## config.mk

```make
export PLATFORM = sky130hd
export DESIGN_NAME = dmem_dual_arbiter
export DESIGN_NICKNAME = d
export VERILOG_FILES = /design/src/rtl/dmem_dual_arbiter.sv
export SDC_FILE = /design/constraint.sdc
export NUM_CORES = 1
export LEC_CHECK = 0
export BUFFER_PORTS_ARGS = -buffer_cell sky130_fd_sc_hd__buf_2
export CAP_MARGIN = 10
export CORE_AREA = 2 2 133 135
export DETAILED_ROUTE_END_ITERATION = 8
export DIE_AREA = 0 0 135 137
export PLACE_DENSITY = 0.55
export SLEW_MARGIN = 15
export SYNTH_ARGS = -nofsm -noshare
export SYNTH_HDL_FRONTEND = slang
export SYNTH_SLANG_ARGS = --single-unit
```

## constraint.sdc

```tcl
create_clock -name clk -period 2.3 [get_ports clk]
set_input_delay 0.46 -clock clk [delete_from_list [all_inputs] [get_ports clk]]
set_output_delay 0.46 -clock clk [all_outputs]
set_load 0.01 [all_outputs]
```

## src/rtl/dmem_dual_arbiter.sv

```systemverilog
// -----------------------------------------------------------------------------
// dmem_dual_arbiter
//
// Shares one single-cycle data-memory port between two MEM-stage lanes
// (alpha and beta). A lone request goes straight through with no added
// latency. When both lanes request in the same cycle, alpha is served
// first while the pipeline is stalled for one cycle. Alpha's read data is
// captured into alp_buf, and beta is served in the following cycle.
// Alpha-first ordering keeps same-address store/load pairs in program order.
//
// Optional feature macro: DMEM_ARB_PERF_CNT_EN
//   defined   -> conflict_cnt is a saturating 32-bit count of conflicts
//   undefined -> conflict_cnt is tied to 0 and no counter flops are built
//
// Ports
//   clk, rst                  clock (rising edge), synchronous active-high reset
//   mreq_/write_/addr_/wdata_/size_{alp,bta}   lane requests
//   mem_rdata                 read data from the memory port (same cycle)
//   mem_mreq/write/addr/wdata/size             request to the memory port
//   rdata_alp, rdata_bta      load data returned to each lane
//   gnt_alp, gnt_bta          lane currently driving the memory port
//   stall                     freezes IF..MEM pipeline registers for a cycle
//   conflict_cnt              dual-request conflict counter
// -----------------------------------------------------------------------------
module dmem_dual_arbiter (
  input  logic        clk,
  input  logic        rst,
  input  logic        mreq_alp,
  input  logic        mreq_bta,
  input  logic        write_alp,
  input  logic        write_bta,
  input  logic [31:0] addr_alp,
  input  logic [31:0] addr_bta,
  input  logic [31:0] wdata_alp,
  input  logic [31:0] wdata_bta,
  input  logic [1:0]  size_alp,
  input  logic [1:0]  size_bta,
  input  logic [31:0] mem_rdata,
  output logic        mem_mreq,
  output logic        mem_write,
  output logic [31:0] mem_addr,
  output logic [31:0] mem_wdata,
  output logic [1:0]  mem_size,
  output logic [31:0] rdata_alp,
  output logic [31:0] rdata_bta,
  output logic        gnt_alp,
  output logic        gnt_bta,
  output logic        stall,
  output logic [31:0] conflict_cnt
);

  typedef enum logic {
    IDLE      = 1'b0,
    SERVE_BTA = 1'b1
  } state_e;

  state_e      state_q, state_d;
  state_e      cur_state;
  logic [31:0] alp_buf_q;
  logic        conflict;

  // While reset is held the outputs behave as in IDLE on the live inputs.
  assign cur_state = rst ? IDLE : state_q;

  always_comb begin
    state_d   = IDLE;
    conflict  = 1'b0;
    mem_mreq  = 1'b0;
    mem_write = 1'b0;
    mem_addr  = '0;
    mem_wdata = '0;
    mem_size  = '0;
    gnt_alp   = 1'b0;
    gnt_bta   = 1'b0;
    stall     = 1'b0;
    rdata_alp = mem_rdata;
    rdata_bta = mem_rdata;

    unique case (cur_state)
      IDLE: begin
        if (mreq_alp) begin
          mem_mreq  = mreq_alp;
          mem_write = write_alp;
          mem_addr  = addr_alp;
          mem_wdata = wdata_alp;
          mem_size  = size_alp;
          gnt_alp   = 1'b1;
          if (mreq_bta) begin
            conflict = 1'b1;
            stall    = 1'b1;
            state_d  = SERVE_BTA;
          end
        end else if (mreq_bta) begin
          mem_mreq  = mreq_bta;
          mem_write = write_bta;
          mem_addr  = addr_bta;
          mem_wdata = wdata_bta;
          mem_size  = size_bta;
          gnt_bta   = 1'b1;
        end
      end
      SERVE_BTA: begin
        // Lane inputs are held stable by the stall, so no new conflict is
        // evaluated here; always hand the port back to IDLE afterwards.
        mem_mreq  = mreq_bta;
        mem_write = write_bta;
        mem_addr  = addr_bta;
        mem_wdata = wdata_bta;
        mem_size  = size_bta;
        gnt_bta   = 1'b1;
        rdata_alp = alp_buf_q;
        state_d   = IDLE;
      end
      default: state_d = IDLE;
    endcase
  end

  always_ff @(posedge clk) begin
    if (rst) begin
      state_q   <= IDLE;
      alp_buf_q <= '0;
    end else begin
      state_q <= state_d;
      // Captured for loads and stores alike; for a store it is simply unused.
      if (conflict) alp_buf_q <= mem_rdata;
    end
  end

`ifdef DMEM_ARB_PERF_CNT_EN
  logic [31:0] cnt_q;

  // Only written when it changes, so the count sticks at all-ones.
  always_ff @(posedge clk) begin
    if (rst) begin
      cnt_q <= '0;
    end else if (conflict && (cnt_q != 32'hFFFF_FFFF)) begin
      cnt_q <= cnt_q + 32'd1;
    end
  end

  assign conflict_cnt = cnt_q;
`else
  assign conflict_cnt = '0;
`endif

endmodule

```

Word level (Yosys, flattened, before mapping)
Index checks and enable logic that the tools add are counted.
Word-level totals
  register bits after elaboration: 33
  input port bits: 170
  logic and storage cells: 27
Operators by class
  mux-type cells: 24
  bitwise logic cells: 1
Operator list (number)
  $mux 32: 5
  $pmux 32 s2: 2
  $mux 1: 10
  $pmux 1 s2: 4
  $mux 2: 2
  $pmux 2 s2: 1
  $not 1->1: 1

Longest topological paths before layout
  depth in word-level cells: 3
  mapped depth: 8
  depth with buffers taken out: 3

Worst setup path before layout
No wires, ideal clock.
  path kind: input -> output
  start: in rst
  end: out mem_addr[13]
  arrival time: 1616 ps
  data required time: 1840 ps
  setup slack: 224 ps
  cell stages on the path: 8
  buffers on the path: 5
  cell sequence: buf_2 > nand2b_4 > buf_6 > and2_1 > buf_6 > buf_6 > buf_6 > a22o_1
Between the ends
  cells in the longest elaborated chain, start to end: 3
RTL lines
  start: declaration: line 27  | input logic rst,
  $mux 1 *: line 63  | assign cur_state = rst ? IDLE : state_q;
  $not 1->1
  $pmux 32 s2 *: line 79  | unique case (cur_state)
  end: declaration: line 41  | output logic [31:0] mem_addr,
Every way passes the cells marked *; elsewhere a longest branch is shown, timed or not.

Worst setup path after layout
  start: reg state_q
  end: out mem_wdata[23]
Between the ends
  cells in the longest elaborated chain, start to end: 3
RTL lines
  start: declaration: line 57  | state_e state_q, state_d;
  start signal: assignment: line 123  | state_q <= state_d;
  $mux 1 *: line 63
  $not 1->1
  $pmux 32 s2 *: line 79
  end: declaration: line 42  | output logic [31:0] mem_wdata,
Marked as above.

==> results.md <==
* HPWL Detailed at between 8 and 9 mm
* Finished Cell Area at about 4300 um^2
* Remaining DRCs at 0
* Starting DRC count in detailed routing at 116
* Hold Buf Count CTS at 0
* Status: complete, no violations
* Total gr overflow at 0
* Reg-to-reg startpoint: state_q
* Leak at 2.31 nW
* #FFs+latches synth at 33
* Starting Density at 0.159
* Final #Nets at around 770
* Worst path max stage delay at about 420 ps
* Worst Path Max Fanout at 35
* Area grow syn2layout at 60.3%
* Routed vias at around 3200
* Final setup violation count at 0
* Post-synth top area share at 0.244
* ANT nets after route at 0
* Worst hold path depth at 3
* RePlAce Congestion at 0.728
* Capturing point of the worst reg2reg path: alp_buf_q[4]
* Total of max-cap violations at 0
* Setup WS pre-CTS at approximately 120 ps
* DIE HEIGHT at about 140 um
* CTS buffer count at 5
* RSZ-0062 raised after global routing: no
* Synthesized netlist cell count at 332
* Yosys cell types at 19
* Arrival time worst endpoint at roughly 1800 ps
* DP Area at roughly 4100 um^2
* Core area at 17100 um^2
* PostCTS Resize Cnt at 0
* Min Tclk post-route at roughly 2200 ps
* Routed len/inst at roughly 14 um
* Cells along the critical path: nand2b_4 > and2_2 > buf_12 > buf_4 > a22o_1 > buf_2
* Reg2reg setup slack at around 1000 ps
* Post-CTS Setup Bufs at 0
* Setup CP Type: flop to output port
* Synth top cells by count: a22o_1 (67), buf_4 (64), nand2_1 (64)
* Die width at approximately 140 um
* Largest cells by area after synthesis: dfxtp_1 (24%), a22o_1 (22%), buf_4 (18%)
* Post-synth EDFFs at 0
* Detailed Routing Iterations Pass 1 at 4
* Yosys Warn Count at 0
* Syn_area_per_cell at between 8 and 9 um^2
* Critical Path Slowest Stage Cell: dfxtp_1
* Cell area power density at 492 nW/um^2
* Count leader, synth: a22o_1
* Final worst-path setup slack at ~80 ps
* WL final at roughly 11 mm
* Ys async rst share at 0
* Ports at around 340
* Vias in the first global route at about 2600
* Fraction of layout instances using a drive strength above 1 at 0.609
* Worst Clk Skew at about 3.7 ps
* Largest area contributor in the netlist: dfxtp_1
* Mapped Area at roughly 2700 um^2
* Pin count of the biggest net entering global routing at slightly below 70
* WHS at around 430 ps
* Drt via density at just under 4
* Sequential share of the synthesized area at 0.244
* Maximum VDD drop at between 0.2 and 0.3 mV
* CP Launch Type: flop
* CTS Buffer Depth at 2
* CTS Sinks at 33
* Gr usage total at 0.0989
* Period Utilization, post-route at 0.965
* Fmax at ~450 MHz
* CP required at roughly 1800 ps
* Die area at approximately 18000 um^2
* Initial antenna violation count at 1
* Most used DFF post-synth: dfxtp_1
* # H-tree levels at 2
* Crit path capture type: output port
* Path depth of the worst reg2reg path at 4
* # rows at 48
* Hold path start: mem_rdata[27]
* Skew-Pair Late Insertion Delay at 280 ps
* CTS Root Cell: clkbuf_16
* Hold Path Sink: alp_buf_q[27]
* Port Buffers at 304
* CTS clock-pin slew for the worst setup and hold paths at 60 ps
* First-pass GRT wire length at roughly 14 mm
* TNS Setup at 0 ps
* TritonCTS clock tree: done
* Worst hold path class: input pin to flop
* Final Hold Viols at 0
* Slew Limit Fails at 0
==> worst max-delay path, delay by kind of cell, from the launching register on <==
family,cells,cell delay (ps)
AND/OR/NAND/NOR,2,290
buffers and inverters,3,520
flip-flops,1,420
AO/OA/AOI/OAI,1,250
==> where the power goes <==
part | internal, mW | switching, mW | total (mW)
registers | 0.598 | 0.0126 | 0.611
logic | 0.363 | 0.378 | 0.740
clock network | 0.513 | 0.269 | 0.782
total | 1.47 | 0.659 | 2.13
==> kinds of logic after synthesis <==
kind of cell    count (synthesis)  synth area share
flops                          33             0.244
other cells                     1           0.00139
compound gates                100             0.278
buf+inv                        95             0.235
simple gates                   71             0.108
mux                            32             0.133
==> worst max path at each step <==
| stage | slack [ps] | end | cells past startpoint | from |
|---|---|---|---|---|
| 2_1_floorplan | 220 | mem_addr[13] | 8 | rst |
| 3_3_place_gp | 110 | mem_wdata[6] | 7 | rst |
| 3_5_place_dp | 120 | mem_wdata[6] | 7 | rst |
| 4_1_cts | 40 | mem_wdata[6] | 6 | state_q |
| 5_1_grt | 3 | mem_wdata[23] | 6 | state_q |
| 6_report | 80 | mem_wdata[23] | 6 | state_q |
==> state kept, by name, indices dropped and copies added, names as in the netlist <==
register / flops
alp_buf_q: 32
state_q: 1
==> per-stage QoR <==
stage               instances  power, mW  utilization
finish                    822       2.13        0.254
global route              821       2.24        0.254
CTS                       820       2.16        0.252
detailed placement        812       1.36        0.242
global placement          812       1.36        0.242
floorplan                 363       1.06            -
==> placed cells by master (no fill, tap or decap), types with 2 or more instances in the layout <==
| cell type | count |
|---|---|
| conb_1 | 32 |
| nand2_1 | 64 |
| dfxtp_1 | 33 |
| mux2_2 | 32 |
| buf_2 | 304 |
| buf_12 | 2 |
| clkbuf_16 | 6 |
| a22o_1 | 67 |
| buf_4 | 11 |
| a21oi_1 | 32 |
==> routing by layer <==
metal,global-route usage,routed length [um],up-vias
met2,0.170,5710,168
met4,0.0122,31,0
li1,-,-,1601
met3,0.0193,968,4
met1,0.132,4690,1457
met5,0,0,-
==> area by class of cell <==
class                   count  area, um^2
diodes                      1        2.50
well taps                 225         282
clock inverters             3        46.3
multi-input cells         235        1540
flip-flops and latches     33         661
fillers                  1871       12700
repair buffers            319        1680
inverters                   1        3.75
clock buffers               5         125
Note: power is estimated with default switching activity, not from simulation.
